**src/rtl/shake_pkg.sv**
```systemverilog
// Shared constants and types for the SHAKE squeeze path.
//   WORD_W          : width of one Keccak lane / output word
//   RATE*_WORDS     : lanes per rate block for SHAKE128 / SHAKE256
//   RATE*_BITS      : rate block width in bits for SHAKE128 / SHAKE256
//   squeeze_state_t : state encoding of the output serializer FSM
package shake_pkg;

  localparam int WORD_W        = 64;
  localparam int RATE128_WORDS = 21;
  localparam int RATE256_WORDS = 17;
  localparam int RATE128_BITS  = 1344;
  localparam int RATE256_BITS  = 1088;

  typedef enum logic [1:0] {
    IDLE,
    WAIT_BLK,
    EMIT,
    FIN
  } squeeze_state_t;

endpackage

```
**src/rtl/shake_piso_shreg.sv**
```systemverilog
// Parallel-in / word-serial-out shift register for one rate block.
//   clk, rst : clock and synchronous active-high reset
//   load     : capture din (takes priority over shift)
//   shift    : move contents right by one word, zero-filling the top
//   din      : full rate block, lane 0 in the low word
//   low_word : current lowest word, i.e. the next lane to be emitted
module shake_piso_shreg #(
  parameter int WIDTH = 1344,
  parameter int STEP  = 64
) (
  input  logic             clk,
  input  logic             rst,
  input  logic             load,
  input  logic             shift,
  input  logic [WIDTH-1:0] din,
  output logic [STEP-1:0]  low_word
);

  logic [WIDTH-1:0] shreg;

  // A load always wins so a fresh block is never mixed with a pending shift.
  always_ff @(posedge clk) begin
    if (rst) begin
      shreg <= '0;
    end else if (load) begin
      shreg <= din;
    end else if (shift) begin
      shreg <= {{STEP{1'b0}}, shreg[WIDTH-1:STEP]};
    end
  end

  assign low_word = shreg[STEP-1:0];

endmodule

```
**src/rtl/shake_squeeze_piso.sv**
```systemverilog
// Output-side serializer of the SHAKE core. Takes permuted rate blocks in
// parallel and streams them out as 64-bit lanes until out_len words have
// been delivered, requesting a new permutation whenever a block runs dry.
//   clk, rst   : clock and synchronous active-high reset
//   start      : begin a squeeze (only looked at while idle)
//   mode       : 0 = SHAKE128 (21 lanes/block), 1 = SHAKE256 (17 lanes/block)
//   out_len    : number of words to emit
//   blk_req    : level request for the next permuted block
//   blk_valid  : blk_data valid, taken only while blk_req is high
//   blk_data   : rate bits, lane 0 in bits [63:0]
//   dout       : output word
//   dout_valid : dout holds a valid word
//   dout_ready : consumer accepts dout
//   done       : one-cycle pulse after the final word transfers
//   busy       : squeeze in progress
module shake_squeeze_piso
  import shake_pkg::*;
#(
  parameter int MAX_RATE_W = RATE128_BITS,
  parameter int LEN_W      = 16
) (
  input  logic                  clk,
  input  logic                  rst,
  input  logic                  start,
  input  logic                  mode,
  input  logic [LEN_W-1:0]      out_len,
  output logic                  blk_req,
  input  logic                  blk_valid,
  input  logic [MAX_RATE_W-1:0] blk_data,
  output logic [WORD_W-1:0]     dout,
  output logic                  dout_valid,
  input  logic                  dout_ready,
  output logic                  done,
  output logic                  busy
);

  // Only the low RATE256_BITS of the block carry rate data in SHAKE256.
  localparam logic [MAX_RATE_W-1:0] MASK256 =
    {{(MAX_RATE_W-RATE256_BITS){1'b0}}, {RATE256_BITS{1'b1}}};

  squeeze_state_t         state;
  logic                   mode_q;
  logic [LEN_W-1:0]       remaining;
  logic [4:0]             word_idx;
  logic [4:0]             rate_words;
  logic [MAX_RATE_W-1:0]  blk_masked;
  logic                   load_blk;
  logic                   xfer;

  assign rate_words = mode_q ? 5'(RATE256_WORDS) : 5'(RATE128_WORDS);
  assign blk_masked = mode_q ? (blk_data & MASK256) : blk_data;
  assign load_blk   = (state == WAIT_BLK) && blk_valid;
  // dout_valid is high for the whole of EMIT, so ready alone marks a transfer.
  assign xfer       = (state == EMIT) && dout_ready;

  shake_piso_shreg #(
    .WIDTH (MAX_RATE_W),
    .STEP  (WORD_W)
  ) u_shreg (
    .clk      (clk),
    .rst      (rst),
    .load     (load_blk),
    .shift    (xfer),
    .din      (blk_masked),
    .low_word (dout)
  );

  // Control FSM. All status outputs are registered and updated together
  // with the state so they line up exactly with the state they describe.
  // The end-of-length test wins over the end-of-block test so a squeeze
  // that ends on a block boundary never asks for an unneeded permutation.
  always_ff @(posedge clk) begin
    if (rst) begin
      state      <= IDLE;
      mode_q     <= 1'b0;
      remaining  <= '0;
      word_idx   <= '0;
      blk_req    <= 1'b0;
      dout_valid <= 1'b0;
      done       <= 1'b0;
      busy       <= 1'b0;
    end else begin
      done <= 1'b0;
      case (state)
        IDLE: begin
          if (start) begin
            mode_q    <= mode;
            remaining <= out_len;
            busy      <= 1'b1;
            if (out_len == '0) begin
              state <= FIN;
              done  <= 1'b1;
            end else begin
              state   <= WAIT_BLK;
              blk_req <= 1'b1;
            end
          end
        end
        WAIT_BLK: begin
          if (blk_valid) begin
            word_idx   <= '0;
            state      <= EMIT;
            blk_req    <= 1'b0;
            dout_valid <= 1'b1;
          end
        end
        EMIT: begin
          if (dout_ready) begin
            word_idx  <= word_idx + 5'd1;
            remaining <= remaining - LEN_W'(1);
            if (remaining == LEN_W'(1)) begin
              state      <= FIN;
              dout_valid <= 1'b0;
              done       <= 1'b1;
            end else if ((word_idx + 5'd1) == rate_words) begin
              state      <= WAIT_BLK;
              dout_valid <= 1'b0;
              blk_req    <= 1'b1;
            end
          end
        end
        FIN: begin
          state <= IDLE;
          busy  <= 1'b0;
        end
        default: begin
          state <= IDLE;
        end
      endcase
    end
  end

endmodule

```
**config.mk**
```make
export PLATFORM = sky130hd
export DESIGN_NAME = shake_squeeze_piso
export DESIGN_NICKNAME = d
export VERILOG_FILES = /design/src/rtl/shake_pkg.sv /design/src/rtl/shake_piso_shreg.sv /design/src/rtl/shake_squeeze_piso.sv
export SDC_FILE = /design/constraint.sdc
export NUM_CORES = 2
export LEC_CHECK = 0
export ABC_AREA = 1
export CORE_AREA = 3 3 556 558
export DETAILED_ROUTE_END_ITERATION = 10
export DIE_AREA = 0 0 559 561
export SLEW_MARGIN = 20
export SYNTH_ARGS = -nofsm -noshare
export SYNTH_HDL_FRONTEND = slang
export SYNTH_SLANG_ARGS = --single-unit
```
**constraint.sdc**
```tcl
create_clock -name clk -period 3.6 [get_ports clk]
set_input_delay 0.72 -clock clk [delete_from_list [all_inputs] [get_ports clk]]
set_output_delay 0.72 -clock clk [all_outputs]
set_load 0.1 [all_outputs]
```
==> summary.md <==
| Metric | Value |
|---|---|
| Net count after synthesis | 10000 |
| Cells along the critical path | clkdlybuf4s50_1 |
| Slew margin rel. | 0.282 |
| Combined global-route utilization of all metal layers | 0.202 |
| Via count of the routed design | 64000 |
| Storage cell area | 27500 um2 |
| Cell count after placement | 13600 |
| Fraction of layout cells with a size suffix above 1 | 0.0573 |
| Leading register cell type out of synthesis | dfxtp_1 |
| Post-route minimum period | 3.06 ns |
| Worst slew pin tran | 1.08 ns |
| Power per cell area | 630 nW/um2 |
| First-pass iteration count of the detailed router | 6 |
| Setup Viol. Count Final | 0 |
| Maximum number of pins on one net before global-route repair | 245 |
| Worst-path cell with the longest stage delay | clkdlybuf4s50_1 |
| Highest Clock Rate | 327 MHz |
| Final number of hold-violating endpoints | 0 |
| Half-perimeter wire length after detailed placement | 262000 um |
| Hold Crit Class | in2reg |
| Clock input transition at the sequential cells of the worst setup and hold paths | 0.06 ns |
| Static power due to leakage | 27.0 nW |
| Vias in the first global route | 59100 |
| Final cell utilization of the core | 0.275 |
| Crit path buffers/inverters | 1 |
| Data arrival at the endpoint of the critical path | 2.34 ns |
| Max Cap Violations | 0 |
| Detailed-route wire length | 337000 um |
| Hold_sp | rst |
| Setup slack of the worst register-to-register path | 0.84 ns |
| Number of cells on the worst hold path | 2 |
| Max FO, Critical Path | 2 |
| Starting DRC count in detailed routing | 7231 |
| Area delta synth->final | 39.5% |
| Fraction of the cycle the final worst path needs | 0.850 |
| Depth of the most critical reg-to-reg path | 11 |
| Share of the synthesized area in the top cell type | 0.456 |
| Highest-count cells in the layout ignoring fill and taps | nor2_1 (2223), clkdlybuf4s50_1 (1383), dfxtp_1 (1372) |
| Total of warnings raised by yosys | 0 |
| Total of flip-flops plus latches after synthesis | 1372 |
| Final total power | 52.9 mW |
| Routed WL per cell | 24.0 um |
| Average size of a mapped cell | 6.94 um2 |
| Hold Path End | u_shreg.shreg[963]$_SDFFE_PP0P_ |
| Average vias per placed instance | 4.57 |
| Resized Gates After CTS | 0 |
| Starting utilization of the core area | 0.197 |
| Number of cell rows | 203 |
| Setup Skew | 0.0749 ns |
| Post-route setup TNS | 0 ns |
| Reg2reg start | state[1]$_SDFFE_PP0P_ |
| Final layout net count | 11100 |
| Required @ worst endpoint | 2.88 ns |
| Horizontal extent of the die | 559 um |
| Placeable core region | 305000 um2 |
| Worst slack after detailed placement | 0.351 ns |
| Residual DRC count | 0 |
| Die Y | 561 um |
| First-pass GRT wire length | 456000 um |
| Max clock buf depth | 4 |
| Number of clock sinks seen by CTS | 1372 |
| Area of the multi-input gates | 28500 um2 |
| Total congestion overflow | 0 |
| Family with the most delay on the worst path | buffers and inverters |
| Share of the yosys chip area belonging to registers | 0.456 |
| I/O pin count | 1434 |
| Clock tree from TritonCTS | done |
| Biggest area contributors in the synthesized netlist | dfxtp_1 (46%), nor2_1 (14%), a21oi_1 (11%), nand2_1 (8.1%), o21ai_0 (7.1%) |
| Status | completed |
| Layout filler cell count | 33600 |
| Number of enable flip-flop cells after synthesis | 0 |
| Cell count after synthesis | 8669 |
| RSZ-0062 raised after global routing | no |
| Number of hold buffers added after cts | 0 |
| Clk Latency, worst-skew pair | 0.85 ns |
| Async set or reset register ratio after synthesis | 0 |
| Setup repair bufs after CTS | 0 |
| Cell chosen for the clock root | clkbuf_16 |
| Post-layout instance count excluding filler cells | 14000 |
| Floorplan die area | 314000 um2 |
| Routability-driven placement congestion ratio | 0.923 |
| Max incr delay on CP | 1.15 ns |
| PortBufs | 1433 |
| Clock buffers created by TritonCTS | 168 |
| Critical path startpoint category | flop |
| Count of final max-slew check failures | 0 |
| Depth of the CTS H-tree | 4 |
| Distinct cell type count of the synthesized netlist | 31 |
| Cell accounting for the most synthesized area | dfxtp_1 |
| Post-route ant nets | 0 |
| Worst supply voltage drop on vdd | 0.433 mV |
| Most common library cell in the layout ignoring fill and taps | nor2_1 |
| Crit path kind | reg2out |
| Category of the worst setup path capture point | output pin |
| Final worst-path setup slack | 0.539 ns |
| Number of antenna violations at the first check in global routing | 207 |
| Reg-to-reg endpoint | u_shreg.shreg[571]$_SDFFE_PP0P_ |
| Post-synthesis instance area | 60200 um2 |
-- synth_stat cells, types with 2 or more instances --
| library cell | number |
|---|---|
| o22ai_1 | 3 |
| buf_1 | 19 |
| xor2_1 | 2 |
| a22oi_1 | 192 |
| ha_1 | 8 |
| nor3_1 | 4 |
| buf_4 | 109 |
| buf_6 | 46 |
| or2_2 | 4 |
| nand4_1 | 8 |
| nor2_1 | 2224 |
| nand3_1 | 20 |
| nand2_1 | 1300 |
| o21ai_1 | 448 |
| a31oi_1 | 2 |
| inv_2 | 4 |
| a211oi_1 | 2 |
| buf_2 | 247 |
| o21ai_0 | 854 |
| dfxtp_1 | 1372 |
| clkbuf_1 | 382 |
| inv_1 | 40 |
| nand2_2 | 2 |
| a21oi_1 | 1370 |
-- cell type report --
cell class	instances	share of cell area
Multi-Input combinational cell	6449	0.339
Clock buffer	240	0.0576
Sequential cell	1372	0.327
Tap cell	4100	0.0611
Clock inverter	58	0.00900
Timing Repair Buffer	1674	0.201
Inverter	45	0.00222
Antenna cell	75	0.00224
-- cell families (layout without fill, tap and decap cells) --
| group | after synthesis | count (layout) | share of synthesized area |
|---|---|---|---|
| AND/OR/NAND/NOR | 3564 | 3564 | 0.223 |
| AO/OA/AOI/OAI | 2875 | 2875 | 0.248 |
| flip-flops | 1372 | 1372 | 0.456 |
| buffers and inverters | 848 | 2017 | 0.0706 |
| adder cells (fa/ha/maj) | 8 | 8 | 0.00166 |
| XOR/XNOR | 2 | 2 | 0.000291 |
| other | 0 | 75 | 0 |
-- metrics by stage --
step / hold slack [ns] / cell area (um2)
2_1_floorplan: 0.440 / 60200
3_3_place_gp: 0.448 / 78200
3_5_place_dp: 0.452 / 78200
4_1_cts: 0.168 / 83800
5_1_grt: 0.238 / 83900
6_report: 0.297 / 84000
-- where the power goes --
| part | internal, mW | leakage [nW] | switching [mW] |
|---|---|---|---|
| Sequential | 17.1 | 11.1 | 1.36 |
| Combinational | 5.67 | 13.1 | 11.2 |
| Clock | 10.3 | 2.75 | 7.29 |
-- how the worst max path moves through the flow --
| stage | cells after the start | slack [ns] | to | start |
|---|---|---|---|---|
| CTS | 1 | 0.43 | dout[3] | u_shreg.shreg[3]$_SDFFE_PP0P_ |
| detailed placement | 10 | 0.35 | u_shreg.shreg[634]$_SDFFE_PP0P_ | dout_ready |
| finish | 1 | 0.54 | dout_valid | dout_valid$_SDFFE_PP0P_ |
| floorplan | 6 | 1.80 | u_shreg.shreg[878]$_SDFFE_PP0P_ | blk_valid |
| global route | 1 | 0.44 | dout[3] | u_shreg.shreg[3]$_SDFFE_PP0P_ |
| global placement | 10 | 0.34 | u_shreg.shreg[634]$_SDFFE_PP0P_ | dout_ready |
-- worst register-to-register path: cells and delay by family, from the launching register on --
family / cells / cell delay (ns)
AOI/OAI and AO/OA: 2 / 0.44
buffers and inverters: 5 / 1.06
and+or+nand+nor: 3 / 0.50
DFF: 1 / 0.33
adders and majority gates: 1 / 0.30
-- per-layer routing --
metal  share of wire  GRT usage
met1            0.40      0.244
met2            0.48      0.339
met3           0.078     0.0557
met4           0.035     0.0781
met5          0.0022          0
-- flip-flops by register name (all words and copies together), names as in the netlist --
| register | flops |
|---|---|
| mode_q | 1 |
| busy | 1 |
| blk_req | 1 |
| dout_valid | 1 |
| word_idx | 5 |
| state | 2 |
| done | 1 |
| remaining | 16 |
| u_shreg.shreg | 1344 |
Power figures use the tool's default switching activity.
